[src/rtl/pong_pkg.sv]
// Shared Pong constants: playfield size, bus widths and the paddle state encoding.
package pong_pkg;

    localparam int H_ACTIVE = 640;
    localparam int V_ACTIVE = 480;
    localparam int COORD_W  = 10;
    localparam int SIZE_W   = 8;

    typedef enum logic [1:0] {
        IDLE,
        MOVE_UP,
        MOVE_DOWN
    } paddle_state_t;

endpackage

[src/rtl/btn_sync.sv]
// Two-flop synchronizer that brings a raw asynchronous button into the clk domain.
module btn_sync (
    input  logic clk,
    input  logic reset,
    input  logic async_in,
    output logic sync_out
);

    logic meta;

    always_ff @(posedge clk) begin
        if (reset) begin
            meta     <= 1'b0;
            sync_out <= 1'b0;
        end else begin
            meta     <= async_in;
            sync_out <= meta;
        end
    end

endmodule

[src/rtl/pong_paddle_ctrl.sv]
// Per-player paddle position generator: moves the paddle once per frame tick and clamps it.
// Define PONG_PADDLE_ACCEL_EN to enable hold-to-accelerate speed ramping.
module pong_paddle_ctrl
    import pong_pkg::*;
#(
    parameter int X_POS      = 16,
    parameter int Y_INIT     = 208,
    parameter int HEIGHT     = 64,
    parameter int WIDTH      = 8,
    parameter int Y_MIN      = 0,
    parameter int Y_MAX      = V_ACTIVE,
    parameter int SPEED_BASE = 2
`ifdef PONG_PADDLE_ACCEL_EN
    ,
    parameter int SPEED_MAX    = 8,
    parameter int ACCEL_FRAMES = 4
`endif
) (
    input  logic                clk,
    input  logic                reset,
    input  logic                frame_tick,
    input  logic                btn_up,
    input  logic                btn_down,
    output logic [COORD_W-1:0]  x_paddle,
    output logic [COORD_W-1:0]  y_paddle,
    output logic [SIZE_W-1:0]   height_paddle,
    output logic [SIZE_W-1:0]   width_paddle,
    output logic                at_limit,
    output logic                moving
);

    localparam logic [COORD_W:0]   STEP_BASE = (COORD_W + 1)'(SPEED_BASE);
    localparam logic [COORD_W:0]   Y_LOW     = (COORD_W + 1)'(Y_MIN);
    localparam logic [COORD_W:0]   Y_HIGH    = (COORD_W + 1)'(Y_MAX - HEIGHT);
    localparam logic [COORD_W-1:0] Y_LOW_C   = COORD_W'(Y_MIN);
    localparam logic [COORD_W-1:0] Y_HIGH_C  = COORD_W'(Y_MAX - HEIGHT);
    localparam logic [COORD_W-1:0] Y_RESET   = COORD_W'(Y_INIT);

    logic                up_sync;
    logic                down_sync;
    paddle_state_t       state_q;
    paddle_state_t       state_d;
    logic [COORD_W-1:0]  y_q;
    logic [COORD_W-1:0]  y_d;
    logic [COORD_W:0]    step;
    logic [COORD_W:0]    y_up;
    logic [COORD_W:0]    y_dn;

`ifdef PONG_PADDLE_ACCEL_EN
    localparam logic [SIZE_W-1:0] SPEED_BASE_W = SIZE_W'(SPEED_BASE);
    localparam logic [SIZE_W-1:0] SPEED_MAX_W  = SIZE_W'(SPEED_MAX);
    localparam logic [SIZE_W-1:0] HOLD_LAST    = SIZE_W'(ACCEL_FRAMES - 1);

    logic [SIZE_W-1:0] speed_q;
    logic [SIZE_W-1:0] speed_d;
    logic [SIZE_W-1:0] hold_q;
    logic [SIZE_W-1:0] hold_d;
`endif

    btn_sync u_sync_up (
        .clk      (clk),
        .reset    (reset),
        .async_in (btn_up),
        .sync_out (up_sync)
    );

    btn_sync u_sync_down (
        .clk      (clk),
        .reset    (reset),
        .async_in (btn_down),
        .sync_out (down_sync)
    );

    always_ff @(posedge clk) begin
        if (reset) begin
            state_q <= IDLE;
            y_q     <= Y_RESET;
`ifdef PONG_PADDLE_ACCEL_EN
            speed_q <= SPEED_BASE_W;
            hold_q  <= '0;
`endif
        end else begin
            state_q <= state_d;
            y_q     <= y_d;
`ifdef PONG_PADDLE_ACCEL_EN
            speed_q <= speed_d;
            hold_q  <= hold_d;
`endif
        end
    end

    // Everything advances only on the frame tick, so the paddle is stable across a frame.
    always_comb begin
        state_d = state_q;
        y_d     = y_q;
        step    = STEP_BASE;
`ifdef PONG_PADDLE_ACCEL_EN
        speed_d = speed_q;
        hold_d  = hold_q;
        step    = {{(COORD_W + 1 - SIZE_W){1'b0}}, speed_q};
`endif
        if (frame_tick) begin
            case ({up_sync, down_sync})
                2'b10:   state_d = MOVE_UP;
                2'b01:   state_d = MOVE_DOWN;
                default: state_d = IDLE;
            endcase
`ifdef PONG_PADDLE_ACCEL_EN
            // A fresh press or a reversal restarts the ramp and moves at base speed this tick.
            if (state_d == IDLE || state_d != state_q) begin
                speed_d = SPEED_BASE_W;
                hold_d  = '0;
                step    = STEP_BASE;
            end else if (hold_q + 8'd1 >= HOLD_LAST) begin
                hold_d = '0;
                if (speed_q < SPEED_MAX_W)
                    speed_d = speed_q + 8'd1;
            end else begin
                hold_d = hold_q + 8'd1;
            end
`endif
        end

        y_up = {1'b0, y_q} - step;
        y_dn = {1'b0, y_q} + step;

        // Bit COORD_W of y_up flags an underflow past row zero.
        if (frame_tick) begin
            if (state_d == MOVE_UP)
                y_d = (y_up[COORD_W] || y_up < Y_LOW) ? Y_LOW_C : y_up[COORD_W-1:0];
            else if (state_d == MOVE_DOWN)
                y_d = (y_dn > Y_HIGH) ? Y_HIGH_C : y_dn[COORD_W-1:0];
        end
    end

    assign x_paddle      = COORD_W'(X_POS);
    assign y_paddle      = y_q;
    assign height_paddle = SIZE_W'(HEIGHT);
    assign width_paddle  = SIZE_W'(WIDTH);
    assign at_limit      = (y_q == Y_LOW_C) || (y_q == Y_HIGH_C);
    assign moving        = (state_q == MOVE_UP) || (state_q == MOVE_DOWN);

endmodule

[config.mk]
export PLATFORM = sky130hd
export DESIGN_NAME = pong_paddle_ctrl
export DESIGN_NICKNAME = d
export VERILOG_FILES = /design/src/rtl/pong_pkg.sv /design/src/rtl/btn_sync.sv /design/src/rtl/pong_paddle_ctrl.sv
export SDC_FILE = /design/constraint.sdc
export NUM_CORES = 1
export LEC_CHECK = 0
export BUFFER_PORTS_ARGS = -buffer_cell sky130_fd_sc_hd__buf_4
export CORE_MARGIN = 1
export CORE_UTILIZATION = 30
export CTS_BUF_LIST = sky130_fd_sc_hd__clkbuf_16
export DETAILED_ROUTE_END_ITERATION = 8
export PLACE_DENSITY = 0.55
export SKIP_LAST_GASP = 1
export SLEW_MARGIN = 20
export SYNTH_ARGS = -nofsm -noshare
export SYNTH_HDL_FRONTEND = slang
export SYNTH_SLANG_ARGS = --single-unit
[constraint.sdc]
create_clock -name clk -period 3.65 [get_ports clk]
set_clock_uncertainty 0.05 [all_clocks]
set_input_delay 0.1825 -clock clk [delete_from_list [all_inputs] [get_ports clk]]
set_output_delay 0.1825 -clock clk [all_outputs]
set_load 0.1 [all_outputs]
==> results.yml, run 1 <==
global_routing:
  antenna_violations_before_repair: 0
  first_global_vias: 987
  grt_start_max_net_pins: 17
  global_route.usage.total: 0.138
  gr-total-overflow: 0
  first_pass_grt_wire_length_um: 4820
worst_hold_path:
  hold_path_depth: 2
  hold_start: "btn_up"
  hold_path.class: "in2reg"
  worst_hold_endpoint: "u_sync_up.meta$_SDFF_PP0_"
synthesis:
  synth-edff-count: 0
  yosysTopAreaCellShare: 0.226
  synthesis.area_um2: 1330
  netlist-cell-type-count: 45
  synth_warnings: 0
  sequential_share_of_the_synthesized_area: 0.226
  post_synth_inst_count: 172
  yosys_register_bits: 15
  asr_flop_ratio_synth: 0
  synth_area_leaders: "dfxtp_1 (23%), buf_4 (16%), o21ai_0 (5.7%)"
  synth_area_per_cell_um2: 7.71
  yosys_most_used_dff: "dfxtp_1"
  synthDominantAreaCellType: "dfxtp_1"
power:
  power.leakage_nw: 0.555
  share_clk_of_total_power: 0.368
  power_frac_comb: 0.326
  share_seq_of_total_power: 0.306
  post-layout-total-power_mw: 0.584
  power_report.internal_total_mw: 0.335
  pwr_density_cell_nw_per_um2: 410
  p_sw_mw: 0.249
  switching_share: 0.426
  ir_worst_vdd_mv: 0.222
floorplan:
  die-height_um: 68.5
  overall_die_area_um2: 4690
  start_util: 0.322
  coreArea_um2: 4120
  std_cell_rows: 23
  design.portCount: 43
  floorplan.die.width_um: 68.5
flow_run:
  max-cap-violations: 0
routing:
  routedWlPerCell_um: 12.7
  average_vias_per_placed_instance: 5.11
  detail-route-antenna-nets: 0
  postRouteWirelength_um: 2890
  drt_pass1_iterations: 4
  via_count: 1164
  drcViolationCount: 0
  drt_first_iter_violations: 144
sta:
  finalSetupViolations: 0
  rsz_0062_raised_after_global_routing: "false"
  fmax_mhz: 417
  finalSetupTns_ns: 0
  final_max_slew_viol_count: 0
  report.final.hold_viol_count: 0
  min_period_over_period: 0.657
  worst_slew_pin_slew_ns: 0.685
  final.min_clock_period_ns: 2.40
  worst_slew_margin_rel: 0.542
placed_design:
  hpwlAfterDp_um: 2120
  gp_routability_congestion: 0.850
  dpl-instance-area_um2: 1350
  buffer_ports.inserted: 15
clocking:
  cts.sinks: 15
  cts_max_level: 1
  insertion_delay_ns: 0.25
  cts-hold-fix-buffers: 0
  cts_repair_resize_count: 0
  cts_made_buffers: 3
  post_cts_setup_buffers: 0
  clock_tree_from_tritoncts: "done"
  cts_max_path_buffers: 2
  clockRootBuffer: "clkbuf_16"
  clkSlewWorstSetupHoldPaths_ns: 0.05
critical_path:
  worstRegToRegCells: 8
  regToRegEndpoint: "y_paddle[1]$_SDFFE_PP0P_"
  ff2ff_setup_slack_ns: 1.25
  critical_path.max_fanout: 12
  setup_crit_end_kind: "register"
  critPathLaunchType: "register"
  critPathArrivalTime_ns: 2.50
  crit-reg2reg-launch: "y_paddle[1]$_SDFFE_PP0P_"
  crit_type: "reg2reg"
  crit_required_ns: 3.75
layout:
  finalCoreUtilization: 0.346
  antenna_cells: 0
  layout-drive-gt1-share: 0.180
  finalNetCount: 187
  final_design_area_no_fill_um2: 1430
  area_growth_pct: 7.45
run_status:
  run_status: "finished, final reports clean"
## cell usage in the layout (no fill, tap or decap), types with 2 or more instances in the layout
cell       count
or3_1          2
o21ai_0       15
a31oi_1        3
dfxtp_1       15
nor2_1         8
nand3b_1       2
nor3_1         8
buf_4         15
nand3_2        2
nor4_1         4
conb_1        27
o2111ai_1      3
ha_1           3
nand2b_1       3
a2111oi_2      2
xor2_1         3
nand2_1        7
nand3_1        8
nor2b_1        7
a21oi_1       11
clkbuf_16      3
inv_1          6
nor4b_1        2
## Yosys cell counts (3+ instances only)
cell type  number
nor3_1          8
a21oi_1        11
buf_4          28
a31oi_1         3
nor4_1          4
nand3_1         8
buf_2           6
dfxtp_1        15
xor2_1          3
ha_1            3
inv_1           5
nor2b_1         7
nor2_1          8
o21ai_0        15
clkbuf_1        3
nand2b_1        3
nand2_1         7
o2111ai_1       3
## worst max-delay path: stages (launching register included)
cell	delay [ns]
dfxtp_1	0.55
inv_1	0.14
ha_1	0.34
nand2b_1	0.16
nor4_1	0.25
o311ai_2	0.17
a31oi_4	0.27
nand2_1	0.15
o41ai_2	0.21
## flip-flops by register name, summed over array words and instances (netlist names)
signal	cells
u_sync_down.sync_out	1
u_sync_down.meta	1
y_paddle	9
u_sync_up.meta	1
state_q	2
u_sync_up.sync_out	1
## per-layer routing
metal	up-vias	wire, um	GRT usage
li1	577	-	-
met2	46	1310	0.200
met3	6	165	0.0329
met5	-	0	0
met1	535	1350	0.194
met4	0	69	0.0573
## layout make-up
cell class,instances,area (um2)
sequential,15,300
tap,50,62.6
clock buffer,3,75.1
multi-input combinational,139,852
inverter,5,18.8
timing repair buffer,15,113
clock inverter,1,3.75
fill,438,2690
## kinds of logic (layout without fill, tap and decap cells)
kind of cell / Yosys count / in the layout / synth area share
and+or+nand+nor: 60 / 60 / 0.258
AOI/OAI and AO/OA: 44 / 44 / 0.240
buffers and inverters: 43 / 24 / 0.207
DFF: 15 / 15 / 0.226
adders and majority gates: 3 / 3 / 0.0283
xor gates and xnor gates: 3 / 3 / 0.0198
other: 2 / 27 / 0.00566
muxes: 2 / 2 / 0.0160
## metrics by stage
stage          setup WS (ns)  std cells  hold WS (ns)
2_1_floorplan         0.0906        197         0.261
3_3_place_gp            1.27        224         0.345
3_5_place_dp            1.28        224         0.352
4_1_cts                 1.24        228        0.0988
5_1_grt                0.986        228         0.103
6_report                1.25        228         0.102
## worst max path at each step
| stage | slack (ns) | startpoint | endpoint |
|---|---|---|---|
| CTS | 1.24 | y_paddle[1]$_SDFFE_PP0P_ | y_paddle[1]$_SDFFE_PP0P_ |
| floorplan | 0.09 | y_paddle[5]$_SDFFE_PP0P_ | at_limit |
| global route | 0.99 | y_paddle[1]$_SDFFE_PP0P_ | y_paddle[4]$_SDFFE_PP1P_ |
| global placement | 1.27 | y_paddle[1]$_SDFFE_PP0P_ | y_paddle[1]$_SDFFE_PP0P_ |
| detailed placement | 1.28 | y_paddle[1]$_SDFFE_PP0P_ | y_paddle[1]$_SDFFE_PP0P_ |
| finish | 1.25 | y_paddle[1]$_SDFFE_PP0P_ | y_paddle[1]$_SDFFE_PP0P_ |
## power by group through the flow
| stage | Combinational, mW | Clock [mW] | Sequential (mW) |
|---|---|---|---|
| global route | 0.198 | 0.226 | 0.180 |
| global placement | 0.190 | 0 | 0.182 |
| CTS | 0.190 | 0.218 | 0.179 |
| finish | 0.190 | 0.215 | 0.179 |
| detailed placement | 0.190 | 0 | 0.182 |
| floorplan | 0.183 | 0 | 0.195 |
Note: power is estimated with default switching activity, not from simulation.
==> run 2, diff against run 1 <==
- PLACE_DENSITY: 0.55 -> 0.57
- clock period: 3.65 -> 2.03 ns (I/O delays scaled with it)
==> results.yml, run 2 (synthesis gave the netlist of run 1 again) <==
global_routing:
  gr-usage-met2: 0.218
  first_global_vias: 1044
  antenna_violations_before_repair: 0
  gr-total-overflow: 0
  grt_start_max_net_pins: 17
  grt_use_met3: 0.0411
  globalRouteMet1Util: 0.195
  global_route.usage.total: 0.147
  top_usage_layer: "met2"
  first_pass_grt_wire_length_um: 4970
clocking:
  clkSlewWorstSetupHoldPaths_ns: 0.05
  cts_made_buffers: 3
  clockRootBuffer: "clkbuf_16"
  clock_tree_from_tritoncts: "done"
  cts_max_level: 1
  cts_max_path_buffers: 2
  cts.sinks: 15
  insertion_delay_ns: 0.25
layout:
  final_design_area_no_fill_um2: 1640
  stdcell_count: 240
  layout-drive-gt1-share: 0.342
  antenna_cells: 0
  area_growth_pct: 23.6
  finalNetCount: 199
  final_cell_mix: "conb_1 (27), buf_4 (27), o21ai_0 (15), a21oi_1 (11)"
  largest_register_ff_count: 9
routing:
  drt_pass1_iterations: 5
  detail-route-antenna-nets: 0
  routedWlPerCell_um: 13.1
  average_vias_per_placed_instance: 5.02
  drt_first_iter_violations: 70
  drcViolationCount: 0
  postRouteWirelength_um: 3150
  via_count: 1204
sta:
  rsz_0062_raised_after_global_routing: "true"
  fmax_mhz: 516
  worst_slack_ns: 0.0907
  min_period_over_period: 0.955
  finalSetupViolations: 0
  report.final.hold_viol_count: 0
  final_max_slew_viol_count: 0
  final.min_clock_period_ns: 1.94
critical_path:
  crit_required_ns: 2.11
  critical_path.max_fanout: 6
  crit-reg2reg-launch: "y_paddle[2]$_SDFFE_PP0P_"
  crit_type: "reg2reg"
  critPathArrivalTime_ns: 2.02
  crit_path_from: "y_paddle[2]$_SDFFE_PP0P_"
  critPathLaunchType: "register"
  setup_crit_end_kind: "register"
power:
  switching_share: 0.425
  power_frac_comb: 0.346
  share_clk_of_total_power: 0.359
  p_sw_mw: 0.453
  ir_worst_vdd_mv: 0.300
  pwr_density_cell_nw_per_um2: 651
  share_seq_of_total_power: 0.295
  power.leakage_nw: 0.627
  power_report.internal_total_mw: 0.613
worst_hold_path:
  hold_start: "btn_down"
  hold_path.class: "in2reg"
floorplan:
  die-height_um: 68.5
  floorplan.die.width_um: 68.5
  std_cell_rows: 23
  design.portCount: 43
  start_util: 0.322
  coreArea_um2: 4120
  overall_die_area_um2: 4690
flow_run:
  max-cap-violations: 0
placed_design:
  dp_slack_ns: 0.0205
  dpl-instance-area_um2: 1520
  dp.cells: 234
  buffer_ports.inserted: 15
  gp_routability_congestion: 0.834
  hpwlAfterDp_um: 2290
run_status:
  run_status: "finished, final reports clean"
==> run 2: cell count changes in the layout (fill, tap and decap cells not counted), sizes merged <==
cell  change
buf      +12
==> run 2: power by group through the flow <==
stage | Clock [mW] | Sequential, mW | Combinational, mW
detailed placement | 0 | 0.320 | 0.362
global placement | 0 | 0.320 | 0.364
finish | 0.383 | 0.315 | 0.369
global route | 0.405 | 0.316 | 0.382
CTS | 0.391 | 0.314 | 0.363
floorplan | 0 | 0.345 | 0.343
==> run 2: routing by layer <==
metal  up-vias  wire length, um
met3         6              167
met5         -                0
met1       558             1490
met2        40             1420
li1        600                -
met4         0               63
==> run 2: repair_timing <==
| action | in CTS | in global routing |
|---|---|---|
| hold buffers | 0 | 0 |
| setup buffers | 0 | 2 |
| endpoints found under the setup margin | 0 | 8 |
| resized for setup | 0 | 4 |
==> run 2: area by class of cell <==
class / instances / area, um2
fillers: 439 / 2480
multi-input cells: 139 / 940
flip-flops and latches: 15 / 332
repair buffers: 27 / 203
clock buffers: 3 / 75.1
well taps: 50 / 62.6
inverters: 5 / 23.8
clock inverters: 1 / 3.75
==> run 2: path summary, 6_finish.rpt <==
check / to / slack [ns] / depth (start not counted)
setup reg to reg: y_paddle[6]$_SDFFE_PP1P_ / 0.09 / 8
hold reg to reg: u_sync_up.sync_out$_SDFF_PP0_ / 0.38 / 1
setup / recovery: y_paddle[6]$_SDFFE_PP1P_ / 0.09 / 8
hold / removal: u_sync_down.meta$_SDFF_PP0_ / 0.02 / 2
==> run 2: through the flow <==
stage               total power, mW  utilization  hold slack (ns)  setup TNS, ns
floorplan                     0.687            -            0.180         -0.921
global placement              0.684        0.369            0.267              0
detailed placement            0.683        0.369            0.270              0
CTS                            1.07        0.389           0.0206              0
global route                   1.10        0.398           0.0370        -0.0560
finish                         1.07        0.398           0.0178              0
==> run 2: critical path, stage by stage (launching register included) <==
cell	delay, ns
dfxtp_4	0.39
inv_4	0.06
ha_4	0.27
nand2b_4	0.14
nor4_4	0.04
o311ai_2	0.32
a31oi_4	0.17
a2111oi_2	0.31
nor2_1	0.08
